==> src/rtl/uart_pkg.sv <==
// Shared UART definitions: framing constants, arbiter state encoding and
// default baud divider for a 50 MHz clock at 115200 baud.
package uart_pkg;

  localparam logic UART_START_BIT            = 1'b0;
  localparam logic UART_STOP_BIT             = 1'b1;
  localparam int   UART_FRAME_BITS           = 10;
  localparam int   UART_DEFAULT_CLKS_PER_BIT = 434;

  typedef enum logic [0:0] {
    ARB_IDLE = 1'b0,
    ARB_SEND = 1'b1
  } arb_state_e;

  // Builds a start/payload/stop frame, start bit in bit 0 so it leaves first.
  function automatic logic [UART_FRAME_BITS-1:0] uart_frame(input logic [UART_FRAME_BITS-3:0] payload);
    return {UART_STOP_BIT, payload, UART_START_BIT};
  endfunction

endpackage

==> src/rtl/uart_tx_serializer.sv <==
// Frame serializer: takes a prebuilt start/data/stop frame on load and
// shifts it out LSB-first, holding each bit for CLKS_PER_BIT cycles.
// The line is the LSB of the shift register, so it is always registered.
module uart_tx_serializer
  import uart_pkg::*;
#(
  parameter int DATA_W       = 8,
  parameter int CLKS_PER_BIT = UART_DEFAULT_CLKS_PER_BIT
) (
  input  logic              clock,
  input  logic              reset,
  input  logic              load,
  input  logic [DATA_W+1:0] frame,
  output logic              saida,
  output logic              done
);

  localparam int FRAME_W = DATA_W + 2;
  localparam int BAUD_W  = $clog2(CLKS_PER_BIT);
  localparam int BIT_W   = $clog2(FRAME_W);

  logic [FRAME_W-1:0] shift_r;
  logic [BAUD_W-1:0]  baud_r;
  logic [BIT_W-1:0]   bit_r;
  logic               active_r;
  logic               bit_end_s;
  logic               done_s;

  // Last cycle of the current bit, and last cycle of the whole frame.
  always_comb begin
    bit_end_s = 1'b0;
    done_s    = 1'b0;
    if (active_r && (baud_r == BAUD_W'(CLKS_PER_BIT - 1))) begin
      bit_end_s = 1'b1;
      done_s    = (bit_r == BIT_W'(FRAME_W - 1));
    end else begin
      bit_end_s = 1'b0;
      done_s    = 1'b0;
    end
  end

  // Baud/bit counters and shift register; the line idles high when no frame is active.
  always_ff @(posedge clock) begin
    if (reset) begin
      shift_r  <= {FRAME_W{1'b1}};
      baud_r   <= {BAUD_W{1'b0}};
      bit_r    <= {BIT_W{1'b0}};
      active_r <= 1'b0;
    end else if (load && !active_r) begin
      shift_r  <= frame;
      baud_r   <= {BAUD_W{1'b0}};
      bit_r    <= {BIT_W{1'b0}};
      active_r <= 1'b1;
    end else if (done_s) begin
      shift_r  <= {FRAME_W{1'b1}};
      baud_r   <= {BAUD_W{1'b0}};
      bit_r    <= {BIT_W{1'b0}};
      active_r <= 1'b0;
    end else if (bit_end_s) begin
      shift_r  <= {1'b1, shift_r[FRAME_W-1:1]};
      baud_r   <= {BAUD_W{1'b0}};
      bit_r    <= bit_r + BIT_W'(1);
    end else if (active_r) begin
      baud_r   <= baud_r + BAUD_W'(1);
    end
  end

  assign saida = shift_r[0];
  assign done  = done_s;

endmodule

==> src/rtl/uart_tx_arbiter.sv <==
// Round-robin arbiter sharing one UART TX line between N_REQ byte producers.
// In IDLE the first pending requester at or after rr_ptr wins; its byte is
// latched into the serializer and acknowledged with a one-cycle pulse. The
// arbiter stays in SEND until the serializer reports the end of the stop bit.
module uart_tx_arbiter
  import uart_pkg::*;
#(
  parameter int N_REQ        = 4,
  parameter int DATA_W       = 8,
  parameter int CLKS_PER_BIT = UART_DEFAULT_CLKS_PER_BIT
) (
  input  logic                     clock,
  input  logic                     reset,
  input  logic [N_REQ-1:0]         req,
  input  logic [N_REQ*DATA_W-1:0]  data,
  output logic [N_REQ-1:0]         ack,
  output logic [$clog2(N_REQ)-1:0] grant_id,
  output logic                     busy,
  output logic                     saida
);

  localparam int IDX_W = $clog2(N_REQ);
  localparam int CW    = IDX_W + 1;

  arb_state_e        state_r;
  logic [IDX_W-1:0]  rr_ptr_r;
  logic [N_REQ-1:0]  ack_r;
  logic [IDX_W-1:0]  grant_r;
  logic              busy_r;

  logic              any_req_s;
  logic              found_s;
  logic [CW-1:0]     cand_s;
  logic [IDX_W-1:0]  winner_s;
  logic [CW-1:0]     ptr_inc_s;
  logic [IDX_W-1:0]  next_ptr_s;
  logic [N_REQ-1:0]  onehot_s;
  logic [DATA_W-1:0] win_data_s;
  logic              load_s;
  logic              ser_done_s;

  // Round-robin search: first pending requester at rr_ptr, rr_ptr+1, ... modulo N_REQ.
  always_comb begin
    found_s  = 1'b0;
    winner_s = {IDX_W{1'b0}};
    cand_s   = {CW{1'b0}};
    for (int k = 0; k < N_REQ; k++) begin
      cand_s = {1'b0, rr_ptr_r} + CW'(k);
      if (cand_s >= CW'(N_REQ)) begin
        cand_s = cand_s - CW'(N_REQ);
      end else begin
        cand_s = cand_s;
      end
      if (!found_s && req[cand_s[IDX_W-1:0]]) begin
        found_s  = 1'b1;
        winner_s = cand_s[IDX_W-1:0];
      end else begin
        found_s  = found_s;
      end
    end
  end

  // Pointer moves to the requester just after the winner, wrapping N_REQ-1 -> 0.
  always_comb begin
    ptr_inc_s = {1'b0, winner_s} + CW'(1);
    if (ptr_inc_s == CW'(N_REQ)) begin
      next_ptr_s = {IDX_W{1'b0}};
    end else begin
      next_ptr_s = ptr_inc_s[IDX_W-1:0];
    end
  end

  // Winner's byte and one-hot acknowledge pattern.
  always_comb begin
    win_data_s = {DATA_W{1'b0}};
    onehot_s   = {N_REQ{1'b0}};
    for (int i = 0; i < N_REQ; i++) begin
      if (winner_s == IDX_W'(i)) begin
        win_data_s  = data[i*DATA_W +: DATA_W];
        onehot_s[i] = 1'b1;
      end else begin
        onehot_s[i] = 1'b0;
      end
    end
  end

  assign any_req_s = |req;
  assign load_s    = (state_r == ARB_IDLE) && any_req_s;

  // Arbitration FSM with registered ack, grant_id and busy.
  always_ff @(posedge clock) begin
    if (reset) begin
      state_r  <= ARB_IDLE;
      rr_ptr_r <= {IDX_W{1'b0}};
      ack_r    <= {N_REQ{1'b0}};
      grant_r  <= {IDX_W{1'b0}};
      busy_r   <= 1'b0;
    end else begin
      case (state_r)
        ARB_IDLE: begin
          if (any_req_s) begin
            ack_r    <= onehot_s;
            grant_r  <= winner_s;
            rr_ptr_r <= next_ptr_s;
            busy_r   <= 1'b1;
            state_r  <= ARB_SEND;
          end else begin
            ack_r    <= {N_REQ{1'b0}};
            busy_r   <= 1'b0;
          end
        end
        ARB_SEND: begin
          ack_r <= {N_REQ{1'b0}};
          if (ser_done_s) begin
            busy_r  <= 1'b0;
            state_r <= ARB_IDLE;
          end
        end
        default: begin
          ack_r   <= {N_REQ{1'b0}};
          busy_r  <= 1'b0;
          state_r <= ARB_IDLE;
        end
      endcase
    end
  end

  uart_tx_serializer #(
    .DATA_W       (DATA_W),
    .CLKS_PER_BIT (CLKS_PER_BIT)
  ) u_serializer (
    .clock (clock),
    .reset (reset),
    .load  (load_s),
    .frame ({UART_STOP_BIT, win_data_s, UART_START_BIT}),
    .saida (saida),
    .done  (ser_done_s)
  );

  assign ack      = ack_r;
  assign grant_id = grant_r;
  assign busy     = busy_r;

endmodule

==> config.mk <==
export PLATFORM = sky130hd
export DESIGN_NAME = uart_tx_arbiter
export DESIGN_NICKNAME = d
export VERILOG_FILES = /design/src/rtl/uart_pkg.sv /design/src/rtl/uart_tx_serializer.sv /design/src/rtl/uart_tx_arbiter.sv
export SDC_FILE = /design/constraint.sdc
export NUM_CORES = 1
export LEC_CHECK = 0
export ABC_AREA = 1
export CORE_ASPECT_RATIO = 2
export CORE_MARGIN = 2
export CORE_UTILIZATION = 50
export CTS_CLUSTER_SIZE = 8
export DETAILED_ROUTE_END_ITERATION = 12
export PLACE_DENSITY = 0.88
export SKIP_CTS_REPAIR_TIMING = 1
export SLEW_MARGIN = 25
export SYNTH_ARGS = -nofsm -noshare
export SYNTH_HDL_FRONTEND = slang
export SYNTH_SLANG_ARGS = --single-unit
==> constraint.sdc <==
create_clock -name clock -period 3.5 [get_ports clock]
set_clock_uncertainty 0.2 [all_clocks]
set_input_delay 0.35 -clock clock [delete_from_list [all_inputs] [get_ports clock]]
set_output_delay 0.35 -clock clock [all_outputs]
set_load 0.1 [all_outputs]
After elaboration in Yosys (flattened, before gate mapping)
Index checks and enable logic that the tools add are counted.
- flip-flop bits (word level): 33
- input bits: 38
- output and inout port bits: 8
- word-level logic and storage cells: 93
- $add $sub $neg: 10
- order comparisons: 8
- eq/ne operators: 7
- mux-type cells: 41
- bitwise logic cells: 1
- reduce and logical (&&, ||, !) cells: 17
- operators with widths (operator ; count):
    $mux W8 ; 4
    $mux W9 ; 3
    $mux W2 ; 9
    $mux W1 ; 17
    $lt A2 B3 Y1 const B ; 4
    $add A9 B1 Y9 const B ; 1
    $eq A9 B9 Y1 const B ; 1
    $ge A3 B3 Y1 const B ; 3
    $bmux W1 S2 ; 4
    $pmux W4 S2 ; 1
    $reduce_or A4 Y1 ; 2
    $sub A2 B1 Y2 const B ; 4
    $add A2 B1 Y3 const B ; 2
    $add A2 B2 Y3 const B ; 2
    $logic_and A1 B1 Y1 ; 6
    $add A4 B1 Y4 const B ; 1
    $eq A2 B2 Y1 const B ; 2
    $eq A4 B4 Y1 const B ; 1
    $logic_not A1 Y1 ; 4
    $mux W4 ; 1
    $pmux W1 S2 ; 2
    $eq A3 B3 Y1 const B ; 1
    $ge A2 B3 Y1 const B ; 1
    $reduce_bool A3 Y1 ; 1
    other kinds (7) ; 7

Depth between registers and ports, before layout
- depth after elaboration: 20
- mapped depth: 21
- mapped depth without buffers: 20

Cells and area by module
A second synthesis with hierarchy kept.
- cell total of the unflattened synthesis: 344
- area total of the unflattened synthesis: 2299.7 um2
- by module, submodules not included (module ; times used ; cells an instance ; area each (um2) ; seq. area each (um2)):
    uart_tx_serializer ; 1 ; 212 ; 1433.9 ; 480.5
    uart_tx_arbiter ; 1 ; 132 ; 865.8 ; 200.2

Worst setup path before layout
Ideal clock, no wire load.
- path type: input to register
- start: input req[3]
- end: register u_serializer.shift_r[7]
- setup time: 0.132 ns
- arrival: 2.243 ns
- data required time: 3.168 ns
- path slack: 0.925 ns
- stages on the path: 19
- path buffers: 1
- cell sequence: inv_1 > nand2_4 > and2_4 > a21oi_2 > nand2_2 > nor2_4 > inv_1 > nand2_1 > nand2_2 > inv_1 > ha_1 > clkbuf_1 > inv_1 > o21ai_0 > a21oi_1 > a21oi_1 > a21oi_1 > o21ai_0 > nand3_1
- word-level cells in the longest chain between the ends: 18
- elaborated cells on any way between the ends: 34
- those cells by class: eq/ne (3); mux (20); reduce/logical (11)
- ends and longest elaborated chain (item ; RTL line ; source):
    start, declared ; uart_tx_arbiter.sv:14 ; input logic [N_REQ-1:0] req,
    $bmux W1 S2 ; uart_tx_arbiter.sv:54 ; if (!found_s && req[cand_s[IDX_W-1:0]]) begin
    $mux W1 (implied by the code) ; uart_tx_arbiter.sv:54 ;
    $mux W1 ; uart_tx_arbiter.sv:54 ;
    $logic_not A1 Y1 ; uart_tx_arbiter.sv:54 ;
    $logic_and A1 B1 Y1 ; uart_tx_arbiter.sv:54 ;
    $mux W1 ; uart_tx_arbiter.sv:54 ;
    $logic_not A1 Y1 ; uart_tx_arbiter.sv:54 ;
    $logic_and A1 B1 Y1 ; uart_tx_arbiter.sv:54 ;
    $mux W1 ; uart_tx_arbiter.sv:54 ;
    $logic_not A1 Y1 ; uart_tx_arbiter.sv:54 ;
    $logic_and A1 B1 Y1 ; uart_tx_arbiter.sv:54 ;
    $mux W2 (*) ; uart_tx_arbiter.sv:54 ;
    named net winner_s[1] ; uart_tx_arbiter.sv:34 ; logic [IDX_W-1:0] winner_s;
    $logic_not A2 Y1 ; uart_tx_arbiter.sv:78 ; if (winner_s == IDX_W'(i)) begin
    $mux W8 (3 in a row) ; uart_tx_arbiter.sv:78 ;
    $mux W8 (*) ; uart_tx_arbiter.sv:78 ;
    $mux W9 (*) ; uart_tx_serializer.sv:49 ; end else if (load && !active_r) begin
    end signal, assigned ; uart_tx_serializer.sv:50 ; shift_r <= frame;
    end signal, assigned ; uart_tx_serializer.sv:55 ; shift_r <= {FRAME_W{1'b1}};
    end signal, assigned ; uart_tx_serializer.sv:60 ; shift_r <= {1'b1, shift_r[FRAME_W-1:1]};
    end, declared ; uart_tx_serializer.sv:22 ; logic [FRAME_W-1:0] shift_r;
The timed path passes the listed nets; every way through them passes the cells marked *. The select of a mux whose other input is x is not followed.
A chain may end at the register's enable or synchronous reset.

Worst setup path after layout
- start: input req[3]
- end: register u_serializer.shift_r[5]
Same word-level chain as after synthesis.

==> impl_metrics.toml <==
[sta]
hold_viol_final = 0
setup_violations = 0
worstMarginPinSlew_ps = 980
tns_ps = 0
grt_setup_unrepaired = "no"
relSlewSlack_pct = 34.5
max_freq_mhz = 325
finalCriticalPeriod_ps = 3080
slew_viol_final = 0
fin_crit_sh_pct = 87.9

[grt]
grt_pass1_vias = 2021
overflow = 0
grt_max_degree = 14
grt_pass1_wl_um = 8270
antenna_found_initial = 0
track_usage_pct = 25.1

[routing]
drt-initial-drc-count = 25
ant_nets = 0
drc = 0
wl_per_cell_um = 13.1
vias = 1998
firstDrtPassIters = 4
drt-total-wl_um = 5020
vias_per_cell = 5.23

[clock_tree]
tritoncts = "done"
worstSkewPairLatency_ps = 290
cts_num_sinks = 33
cts_buffers = 5
clockRootBuffer = "clkbuf_8"
htreeDepth = 2
clockBufferDepth = 2
path_clk_slew_ps = 60

[synthesis]
netlist_area_mm2 = 0.00195
syn_area_per_cell_um2 = 6.95
ys_ff_latch = 33
synth_commonest_cells = "60 x nand2_1, 35 x a21oi_1, 35 x inv_1"
synthArstFlopShare_pct = 0
yosysUniqueCellTypes = 34
yosysSeqAreaShare_pct = 33.8
synth_edf_count = 0
synth_nets = 327
synth_most_common_cell = "nand2_1"
ys.flop_type = "dfxtp_1"
synth_warnings = 0
synthCells = 281
yosys.area.top_type_share_pct = 33.8
yosys.area.top_type = "dfxtp_1"
yosys-top-cells-area = "dfxtp_1 34%, nand2_1 12%, a21oi_1 9.0%"

[die]
core_mm2 = 0.00380
start_util_pct = 51.3
dieArea_mm2 = 0.00445
num_rows = 32
die_x_um = 48.2
num_io_pins = 46
die_h_um = 92.4

[worst_setup_path]
r2r-end = "u_serializer.shift_r[5]"
r2r_slack_ps = 520
cp.required_ps = 3510
crit_path_max_incr_delay_ps = 450
crit_start = "req[3]"
crit_type = "input port to flip-flop"
cpMaxStageDelayCell = "clkdlybuf4s50_1"
start_kind = "input port"
cpMostUsedCell = "nand2_1"
crit_arrival_ps = 3080
crit_end = "u_serializer.shift_r[5]"
reg2reg_depth = 20
endpoint_kind = "flip-flop"
cp_max_fo = 8
r2r_start = "rr_ptr_r[0]"
cp_cell_sequence = "clkdlybuf4s50_1 -> inv_1 -> o21ai_1 -> nand2_1 -> nand2_2 -> nand2_1 -> nand2_1 -> nand2_1 -> nand2_1 -> nand2_2 -> inv_1 -> ha_1 -> inv_1 -> nor2_1 -> nand2_1 -> a21oi_1 -> a21oi_1 -> nand2_1 -> nand2_1 -> o21bai_1"

[pwr]
power.leakage_nw = 1.11
power.density_mw_per_mm2 = 722
total_power_mw = 1.86
peakVddDrop_mv = 0.388

[layout]
stdcell_count = 382
drive_above_1_share_pct = 10.3
fin_area_mm2 = 0.00257
area_growth_pct = 31.8
nNetsFinal = 376
diodes = 0

[run_status]
outcome = "completed"

[placed_design]
dp_cells = 374
io_buffers = 45
place_area_mm2 = 0.00246
hpwl_um = 3870
routabilityCongestion = 0.905

[run]
cap_violations = 0

[worst_hold_path]
min_path_type = "flip-flop to flip-flop"
-- routing by layer --
| layer | vias up | track usage, % | wire (um) |
|---|---|---|---|
| met4 | 0 | 14.0 | 143 |
| met3 | 13 | 7.41 | 265 |
| met5 | - | 0 | 0 |
| met2 | 69 | 44.1 | 2760 |
| li1 | 1008 | - | - |
| met1 | 908 | 23.0 | 1850 |
-- sequential cells by signal, summed over array words and instances, names as in the netlist --
signal / cells
ack: 4
busy: 1
grant_id: 2
rr_ptr_r: 2
state_r: 1
u_serializer.active_r: 1
u_serializer.baud_r: 9
u_serializer.bit_r: 4
u_serializer.shift_r: 9
-- worst max-delay path, delay by kind of cell --
family | cells | cell delay (ps)
adder cells (fa/ha/maj) | 1 | 150
AND/OR/NAND/NOR | 11 | 1230
buffers and inverters | 4 | 710
AO/OA/AOI/OAI | 4 | 640
-- cells by family after synthesis --
family | count (synthesis) | synth area share [%]
fa+ha+maj | 8 | 5.13
flops | 33 | 33.8
simple gates | 124 | 29.9
xor+xnor | 7 | 3.14
compound gates | 65 | 19.1
buf+inv | 44 | 8.90
-- metrics by stage --
step	hold slack [ps]	utilization [%]	setup slack, ps
global route	306	67.7	102
global placement	246	64.6	341
finish	268	67.7	424
detailed placement	258	64.6	185
CTS	272	67.7	467
floorplan	212	-	925
-- worst min path at each step --
| stage | from | endpoint | slack (ps) | cells after the start |
|---|---|---|---|---|
| finish | u_serializer.shift_r[8] | u_serializer.shift_r[8] | 270 | 2 |
| global route | u_serializer.shift_r[7] | u_serializer.shift_r[6] | 310 | 2 |
| CTS | u_serializer.shift_r[8] | u_serializer.shift_r[8] | 270 | 2 |
| detailed placement | u_serializer.shift_r[8] | u_serializer.shift_r[8] | 260 | 2 |
| global placement | u_serializer.shift_r[8] | u_serializer.shift_r[8] | 250 | 2 |
| floorplan | reset | grant_id[0] | 210 | 1 |
-- power by group --
part	switching [mW]	internal, mW	leakage, nW	total [mW]
Sequential	0.0352	0.434	0.271	0.469
Combinational	0.678	0.342	0.785	1.02
Clock	0.137	0.232	0.0585	0.369
-- cell usage in the layout (no fill, tap or decap), drive strengths merged, types with 3 or more instances in the layout --
cell,synthesis,layout
clkdlybuf4s50,0,45
nor3b,3,3
inv,38,38
ha,8,8
buf,3,3
a21oi,37,37
nand2,71,71
nand3,16,16
dfxtp,33,33
clkbuf,3,7
o211ai,4,4
xor2,5,5
nor2,29,29
o21ai,17,17
-- area by class of cell --
type / instances / area (um^2)
Clock buffer: 7 / 86.3
Timing Repair Buffer: 48 / 473
Fill cell: 329 / 1230
Inverter: 38 / 143
Multi-Input combinational cell: 204 / 1120
Clock inverter: 1 / 30.0
Tap cell: 51 / 63.8
Sequential cell: 33 / 661
Power figures use the tool's default switching activity.
